File: src/rtl/seq_detector_param.sv
// seq_detector_param: serial bit-pattern detector with a configurable pattern,
// overlap mode, run-time pattern reload, a registered match flag and a
// saturating match counter.
//
// Handshake: din_valid qualifies din_bit. A bit is consumed on a rising edge
// only when din_valid=1. With din_valid=0 the detector holds its history and
// fill state, and dout_bit stays 0. There is no back-pressure; the detector
// always accepts.
module seq_detector_param #(
  parameter int                 PAT_LEN = 4,
  parameter logic [PAT_LEN-1:0] PATTERN = 4'b1011,
  parameter int                 OVERLAP = 1,
  parameter int                 CNT_W   = 8
) (
  input  logic               clk,
  input  logic               rst,
  input  logic               din_valid,
  input  logic               din_bit,
  input  logic               cfg_we,
  input  logic [PAT_LEN-1:0] cfg_pattern,
  input  logic               clr_cnt,
  output logic               dout_bit,
  output logic               dout_reg,
  output logic [CNT_W-1:0]   match_cnt,
  output logic               cnt_sat
);

  // The oldest history bit is shifted out before it is ever compared, so only
  // PAT_LEN-1 history bits are stored; the incoming bit completes the window.
  localparam int                HIST_W    = PAT_LEN - 1;
  localparam int                FILL_W    = $clog2(PAT_LEN + 1);
  localparam logic [FILL_W-1:0] FILL_FULL = FILL_W'(PAT_LEN);
  localparam logic [FILL_W-1:0] FILL_ARM  = FILL_W'(PAT_LEN - 1);
  localparam logic [CNT_W-1:0]  CNT_MAX   = {CNT_W{1'b1}};

  // fill is the FSM state: number of valid bits seen since reset, reload or
  // a consuming (non-overlap) match, saturating at PAT_LEN.
  logic [FILL_W-1:0]  fill_q, fill_d;
  logic [HIST_W-1:0]  hist_q, hist_d;
  logic [PAT_LEN-1:0] pat_q, pat_d;
  logic               dout_reg_q, dout_reg_d;
  logic [CNT_W-1:0]   cnt_q, cnt_d;
  logic               sat_q, sat_d;
  logic [PAT_LEN-1:0] window;
  logic               match;

  // FSM state register
  always_ff @(posedge clk) begin
    if (!rst) fill_q <= '0;
    else      fill_q <= fill_d;
  end

  // FSM next state: reload and consuming matches restart the fill count
  always_comb begin
    fill_d = fill_q;
    if (cfg_we) begin
      fill_d = '0;
    end else if (din_valid) begin
      if (match && (OVERLAP == 0))  fill_d = '0;
      else if (fill_q != FILL_FULL) fill_d = fill_q + 1'b1;
    end
  end

  // FSM output: Mealy match on the bit currently presented
  always_comb begin
    window   = {hist_q, din_bit};
    match    = din_valid && (fill_q >= FILL_ARM) && (window == pat_q);
    dout_bit = rst && match;
  end

  // Datapath next state: history shift, pattern reload, registered flag, counter
  always_comb begin
    hist_d     = hist_q;
    pat_d      = pat_q;
    dout_reg_d = dout_bit;
    cnt_d      = cnt_q;
    sat_d      = sat_q;
    if (din_valid) hist_d = HIST_W'({hist_q, din_bit});
    if (cfg_we)    pat_d  = cfg_pattern;
    if (clr_cnt) begin
      cnt_d = '0;
      sat_d = 1'b0;
    end else if (dout_bit && (cnt_q != CNT_MAX)) begin
      cnt_d = cnt_q + 1'b1;
      if (cnt_d == CNT_MAX) sat_d = 1'b1;
    end
  end

  // Datapath registers
  always_ff @(posedge clk) begin
    if (!rst) begin
      hist_q     <= '0;
      pat_q      <= PATTERN;
      dout_reg_q <= 1'b0;
      cnt_q      <= '0;
      sat_q      <= 1'b0;
    end else begin
      hist_q     <= hist_d;
      pat_q      <= pat_d;
      dout_reg_q <= dout_reg_d;
      cnt_q      <= cnt_d;
      sat_q      <= sat_d;
    end
  end

  assign dout_reg  = dout_reg_q;
  assign match_cnt = cnt_q;
  assign cnt_sat   = sat_q;

endmodule

File: config.mk
export PLATFORM = sky130hd
export DESIGN_NAME = seq_detector_param
export DESIGN_NICKNAME = d
export VERILOG_FILES = /design/src/rtl/seq_detector_param.sv
export SDC_FILE = /design/constraint.sdc
export NUM_CORES = 1
export LEC_CHECK = 0
export BUFFER_PORTS_ARGS = -buffer_cell sky130_fd_sc_hd__buf_2
export CAP_MARGIN = 20
export CELL_PAD_IN_SITES_DETAIL_PLACEMENT = 1
export CELL_PAD_IN_SITES_GLOBAL_PLACEMENT = 2
export CORE_MARGIN = 2
export CORE_UTILIZATION = 35
export DETAILED_ROUTE_END_ITERATION = 8
export GPL_ROUTABILITY_DRIVEN = 0
export GPL_TIMING_DRIVEN = 0
export PLACE_DENSITY_LB_ADDON = 0.1
export SYNTH_ARGS = -nofsm -noshare
export SYNTH_HDL_FRONTEND = slang
export SYNTH_SLANG_ARGS = --single-unit
File: constraint.sdc
create_clock -name clk -period 2.9 [get_ports clk]
set_input_delay 0.58 -clock clk [delete_from_list [all_inputs] [get_ports clk]]
set_output_delay 0.58 -clock clk [all_outputs]
set_load 0.1 [all_outputs]
==> results of run 1 <==
[worst max-delay path by stage]
stage | end | cells after the start
after global routing | dout_bit | 6
final | dout_bit | 6
after detailed placement | dout_bit | 5
after floorplan | dout_bit | 3
after CTS | dout_bit | 6
after global placement | dout_bit | 5
[synthesized netlist by cell type (all sizes together)]
| cell | number | area share |
|---|---|---|
| a211oi | 1 | 0.0067 |
| a311oi | 1 | 0.0078 |
| and3 | 2 | 0.011 |
| nand4 | 2 | 0.011 |
| a31oi | 1 | 0.0056 |
| and3b | 1 | 0.0078 |
| or2b | 1 | 0.0078 |
| or4 | 6 | 0.044 |
| dfxtp | 20 | 0.36 |
| nand3 | 4 | 0.018 |
| nand2 | 7 | 0.023 |
| o211ai | 1 | 0.0067 |
| or3 | 3 | 0.017 |
| xnor2 | 4 | 0.031 |
| a211o | 1 | 0.0078 |
| a21boi | 2 | 0.013 |
| o21ai | 4 | 0.018 |
| nor2 | 5 | 0.017 |
| nor2b | 5 | 0.028 |
| clkdlybuf4s18 | 1 | 0.0089 |
| ha | 5 | 0.056 |
| xor2 | 2 | 0.016 |
| nor4 | 2 | 0.011 |
| a41oi | 1 | 0.0078 |
| and2 | 1 | 0.0056 |
| mux2i | 7 | 0.063 |
| clkbuf | 3 | 0.011 |
| o31ai | 6 | 0.040 |
| a21oi | 9 | 0.040 |
| inv | 7 | 0.023 |
| nand2b | 2 | 0.011 |
| o2111ai | 1 | 0.0078 |
| buf | 4 | 0.031 |
| o211a | 1 | 0.0089 |
| and4 | 1 | 0.0078 |
| or2 | 2 | 0.011 |
[layout make-up]
cell class | instances | area (um^2) | area share
Multi-Input combinational cell | 91 | 635.6 | 0.4815
Sequential cell | 20 | 400.4 | 0.3033
Timing Repair Buffer | 18 | 92.59 | 0.07014
Buffer | 8 | 57.56 | 0.04360
Tap cell | 44 | 55.05 | 0.04171
Clock inverter | 1 | 30.03 | 0.02275
Inverter | 7 | 26.28 | 0.01991
Clock buffer | 3 | 22.52 | 0.01706
[metal layers]
| metal | GRT usage | wire length, um | up-vias |
|---|---|---|---|
| li1 | - | - | 502 |
| met1 | 0.2299 | 1322 | 477 |
| met2 | 0.3103 | 1346 | 22 |
| met3 | 0.03838 | 104 | 2 |
| met4 | 0.03727 | 13 | 0 |
| met5 | 0 | 0 | - |
[report_power, final]
group / leakage, nW / internal [W] / total (W) / switching (W)
Sequential: 0.162 / 0.000281 / 0.000285 / 0.00000475
Clock: 0.0279 / 0.000140 / 0.000235 / 0.0000951
Combinational: 0.323 / 0.0000219 / 0.0000510 / 0.0000292
[kinds of logic (layout without fill, tap and decap cells)]
group,after synthesis,after routing,synth area share
compound gates,29,29,0.1710
xor+xnor,6,6,0.04693
fa+ha+maj,5,5,0.05587
buf+inv,15,37,0.07486
flops,20,20,0.3575
mux,7,7,0.06257
simple gates,44,44,0.2313
[per-stage QoR]
stage	setup slack, ns	hold WS [ns]	power, W
floorplan	0.4091	0.4620	0.0003255
global placement	0.3620	0.4367	0.0003402
detailed placement	0.3704	0.4485	0.0003429
CTS	0.07740	0.4642	0.0005811
global route	0.02802	0.4798	0.0006036
finish	0.1844	0.4680	0.0005714
[worst max-delay path: cells and delay by family, from the launching register on]
kind            cells  cell delay [ns]
buf+inv             1             0.34
simple gates        2             0.71
fa+ha+maj           2             0.31
compound gates      1             0.06
flops               1             0.41
==> summary.md, run 1 <==
| Metric | Value |
|---|---|
| Status | completed |
| Cell Area, Placed | 0.001265 mm^2 |
| Post-route antenna net violation count | 0 |
| Ys Warns | 0 |
| All-Layer GR Usage | 0.1792 |
| Die height | 60.57 um |
| Vias in the first global route | 991 |
| Worst EP required | 2.32 ns |
| IO Pins | 21 |
| FF+latch count, synth | 20 |
| Chip Width | 60.57 um |
| GR Overflow Total | 0 |
| CTS Buffer Depth | 2 |
| Share of post-route cells with drive strength above 1 | 0.2162 |
| CP Capture Type | output port |
| DRT Pass-1 Iters | 4 |
| Critical Path Max Stage Delay | 0.45 ns |
| Leakage | 0.5130 nW |
| Final core utilization | 0.4324 |
| Synth Area per Inst | 8.887 um^2 |
| Post-synth cell types | 40 |
| Crit path cell chain | ha_1 > ha_1 > a211oi_1 > nor4_1 > and3_1 > clkbuf_4 |
| Initial antenna violation count | 0 |
| Critical R2R Launch | fill_q[0] |
| Seq/Total Area, Yosys | 0.3575 |
| Max Clock Skew | 0.01185 ns |
| Post-Place Cells | 188 |
| CTS buffer count | 3 |
| Commonest non-fill, non-tap cell in the layout | dfxtp_1 |
| Clock Root Buffer | clkbuf_4 |
| Post-CTS setup buffers | 0 |
| RSZ-0062 raised after global routing | no |
| CP dominant cell by count | ha_1 |
| Fill cells | 382 |
| Row cnt | 20 |
| CTS tree | done |
| Reg2reg setup slack | 0.78 ns |
| Slowest cell on the critical path | nor4_1 |
| Post-CTS resize count | 0 |
| First-pass GRT wire length | 4850 um |
| Worst IR Drop VDD | 231.6 uV |
| Setup TNS | 0 ns |
| Syn nets | 141 |
| Reg clk slew, reported paths | 0.13 ns |
| Pin count of the biggest net entering global routing | 13 |
| Initial core utilization | 0.3668 |
| Final min period | 2.716 ns |
| Crit path DAT | 2.14 ns |
| Tcrit/Tclk final | 0.9364 |
| Crit path max fanout | 4 |
| Max FFs per register | 8 |
| Worst relative slew slack | 0.6121 |
| Area delta synth->final | 17.88% |
| RR Endpoint | match_cnt[3] |
| Clk_lat worst skew | 0.32 ns |
| CP Class | register to output port |
| Tightest Pin Transition | 0.5793 ns |
| Pwr dens | 432.9 mW/mm^2 |
| Commonest non-fill, non-tap cells in the layout | dfxtp_1 (20), buf_2 (18), a21oi_1 (9) |
| Max Freq | 0.3682 GHz |
| Final Hold Viols | 0 |
| Setup violations, final | 0 |
| # nets final | 164 |
| Drt wl/cell | 14.51 um |
| Min-Delay Endpoint | cnt_sat |
| Drt first-iter violations | 50 |
| Worst Setup SP | fill_q[0] |
| Die ar. | 0.003668 mm^2 |
| Num Clock Sinks | 20 |
| Final wirelength | 2786 um |
| Worst hold path type | register to register |
| Vias | 1003 |
| Final slew viol count | 0 |
| R2R depth | 6 |
| CTS Hold Bufs | 0 |
| Post-Syn Instances | 126 |
| Number of antenna diodes | 0 |
| Hold path startpoint | cnt_sat |
| Port Buf Inserts | 18 |
| Crit start category | register |
| DPL Wire Length | 2133 um |
| Core area | 0.003053 mm^2 |
| Synthesized cell area | 0.001120 mm^2 |
| # Max-Cap Violations | 0 |
| Hold depth | 2 |
| Vias per std cell | 5.224 |
| Post-route design area | 0.001320 mm^2 |
| Final std cells w/o fill | 192 |
| H-tree Lvls | 1 |
| Drc violations | 0 |
(Power assumes the default switching activity.)
==> run 2: changes to the inputs <==
--- a/config.mk
+++ b/config.mk
@@ -15,6 +15,7 @@
 export GPL_ROUTABILITY_DRIVEN = 0
 export GPL_TIMING_DRIVEN = 0
 export PLACE_DENSITY_LB_ADDON = 0.1
+export RECOVER_POWER = 100
 export SYNTH_ARGS = -nofsm -noshare
 export SYNTH_HDL_FRONTEND = slang
 export SYNTH_SLANG_ARGS = --single-unit
==> run 2 against run 1 <==
Worst setup slack improved by 0.0043 ns. Non-clock buffer count stayed put. Maximum frequency rose by 0.16%. Critical path depth unchanged. Sequential cell count unchanged. Design area shrank 1.9%. Total power about the same. First-iteration DRC count fell by 34%. Largest power group unchanged.
==> summary.md, run 2 (synthesis gave the netlist of run 1 again) <==
| Metric | Value |
|---|---|
| CTS Buffer Depth | 2 |
| Min-Delay Endpoint | cnt_sat |
| Register area | 400.4 um^2 |
| Reg2reg setup slack | 0.53 ns |
| Clk_lat worst skew | 0.32 ns |
| Post-CTS setup buffers | 0 |
| Hold depth | 2 |
| Place WS | 0.3704 ns |
| Reg clk slew, reported paths | 0.13 ns |
| Drt first-iter violations | 33 |
| Core area | 0.003053 mm^2 |
| Max Clock Skew | 0.01207 ns |
| # Max-Cap Violations | 0 |
| RSZ-0062 raised after global routing | no |
| Crit path cell chain | ha_1 > ha_1 > a211oi_1 > nor4_1 > and3_1 > clkbuf_4 |
| Port Buf Inserts | 18 |
| Final WS setup | 0.1888 ns |
| First-pass GRT wire length | 4850 um |
| Post-route design area | 0.001295 mm^2 |
| CTS tree | done |
| # nets final | 164 |
| Row cnt | 20 |
| Clock Root Buffer | clkbuf_4 |
| Pwr dens | 441.2 mW/mm^2 |
| Drt wl/cell | 14.41 um |
| Share of post-route cells with drive strength above 1 | 0.1284 |
| Worst EP required | 2.32 ns |
| Final Hold Viols | 0 |
| Commonest non-fill, non-tap cell in the layout | dfxtp_1 |
| Critical Path Max Stage Delay | 0.45 ns |
| Fill cells | 380 |
| GR Overflow Total | 0 |
| Num Clock Sinks | 20 |
| Die height | 60.57 um |
| Initial core utilization | 0.3668 |
| Vias in the first global route | 991 |
| Vias | 1001 |
| Overall power | 0.0005714 W |
| Setup TNS | 0 ns |
| Worst relative slew slack | 0.2255 |
| R2R depth | 7 |
| CP Capture Type | output port |
| Die ar. | 0.003668 mm^2 |
| Cell Area, Placed | 0.001265 mm^2 |
| Area delta synth->final | 15.64% |
| Pin count of the biggest net entering global routing | 13 |
| All-Layer GR Usage | 0.1792 |
| Tightest Pin Transition | 1.167 ns |
| H-tree Lvls | 1 |
| Critical R2R Launch | fill_q[0] |
| CP Class | register to output port |
| CTS buffer count | 3 |
| Crit start category | register |
| Tcrit/Tclk final | 0.9349 |
| Worst hold slack | 0.4697 ns |
| Max Freq | 0.3688 GHz |
| Final min period | 2.711 ns |
| Setup violations, final | 0 |
| Drc violations | 0 |
| CP dominant cell by count | ha_1 |
| Final slew viol count | 0 |
| Leakage | 0.4597 nW |
| Crit path DAT | 2.13 ns |
| Area of the multi-input gates | 631.9 um^2 |
| DPL Wire Length | 2133 um |
| Initial antenna violation count | 0 |
| Commonest non-fill, non-tap cells in the layout | dfxtp_1 (20), clkbuf_1 (14), a21oi_1 (9) |
| Hold path startpoint | cnt_sat |
| Worst IR Drop VDD | 231.7 uV |
| Number of antenna diodes | 0 |
| RR Endpoint | match_cnt[0] |
| IO Pins | 21 |
| Slowest cell on the critical path | nor4_1 |
| Chip Width | 60.57 um |
| Max FFs per register | 8 |
| Crit path max fanout | 4 |
| Final wirelength | 2766 um |
| DRT Pass-1 Iters | 4 |
| Post-route antenna net violation count | 0 |
| Status | completed |
| Worst hold path type | register to register |
| Vias per std cell | 5.214 |
==> run 2: area by class of cell <==
type | instances | area share
multi-input cells | 91 | 0.4879
flip-flops and latches | 20 | 0.3092
repair buffers | 18 | 0.06087
well taps | 44 | 0.04251
plain buffers | 8 | 0.03865
clock inverters | 1 | 0.02319
inverters | 7 | 0.02029
clock buffers | 3 | 0.01739
==> run 2: how the worst max path moves through the flow <==
stage | from | end | slack [ns] | cells past startpoint
after CTS | fill_q[0] | dout_bit | 0.08 | 6
after global placement | din_bit | dout_bit | 0.36 | 5
after global routing | fill_q[0] | dout_bit | 0.03 | 6
final | fill_q[0] | dout_bit | 0.19 | 6
after floorplan | din_bit | dout_bit | 0.41 | 3
after detailed placement | din_bit | dout_bit | 0.37 | 5
==> run 2: repair_timing <==
action	4_1_cts	5_1_grt
endpoints found under the hold margin	0	0
gates resized for setup	0	1
hold buffers	0	0
endpoints found under the setup margin	0	1
==> run 2: power breakdown <==
group / total [W] / internal (W) / switching, W
sequential: 0.000285 / 0.000281 / 0.00000482
clock: 0.000235 / 0.000140 / 0.0000954
combinational: 0.0000507 / 0.0000217 / 0.0000291
total: 0.000571 / 0.000442 / 0.000129
==> run 2: per-stage QoR <==
step | utilization | cells
after CTS | 0.4316 | 192
final | 0.4242 | 192
after global routing | 0.4242 | 192
after global placement | 0.4143 | 188
after floorplan | - | 126
after detailed placement | 0.4143 | 188
==> run 2: routing by layer <==
layer | track usage | routed length (um) | vias up
met4 | 0.03727 | 12 | 0
li1 | - | - | 502
met1 | 0.2299 | 1328 | 474
met5 | 0 | 0 | -
met3 | 0.03838 | 110 | 2
met2 | 0.3103 | 1314 | 23
==> run 2: worst max-delay path: cells and delay by family (launching register included) <==
kind            cells  cell delay [ns]
buf+inv             1             0.34
compound gates      1             0.06
simple gates        2             0.71
fa+ha+maj           2             0.31
flops               1             0.41
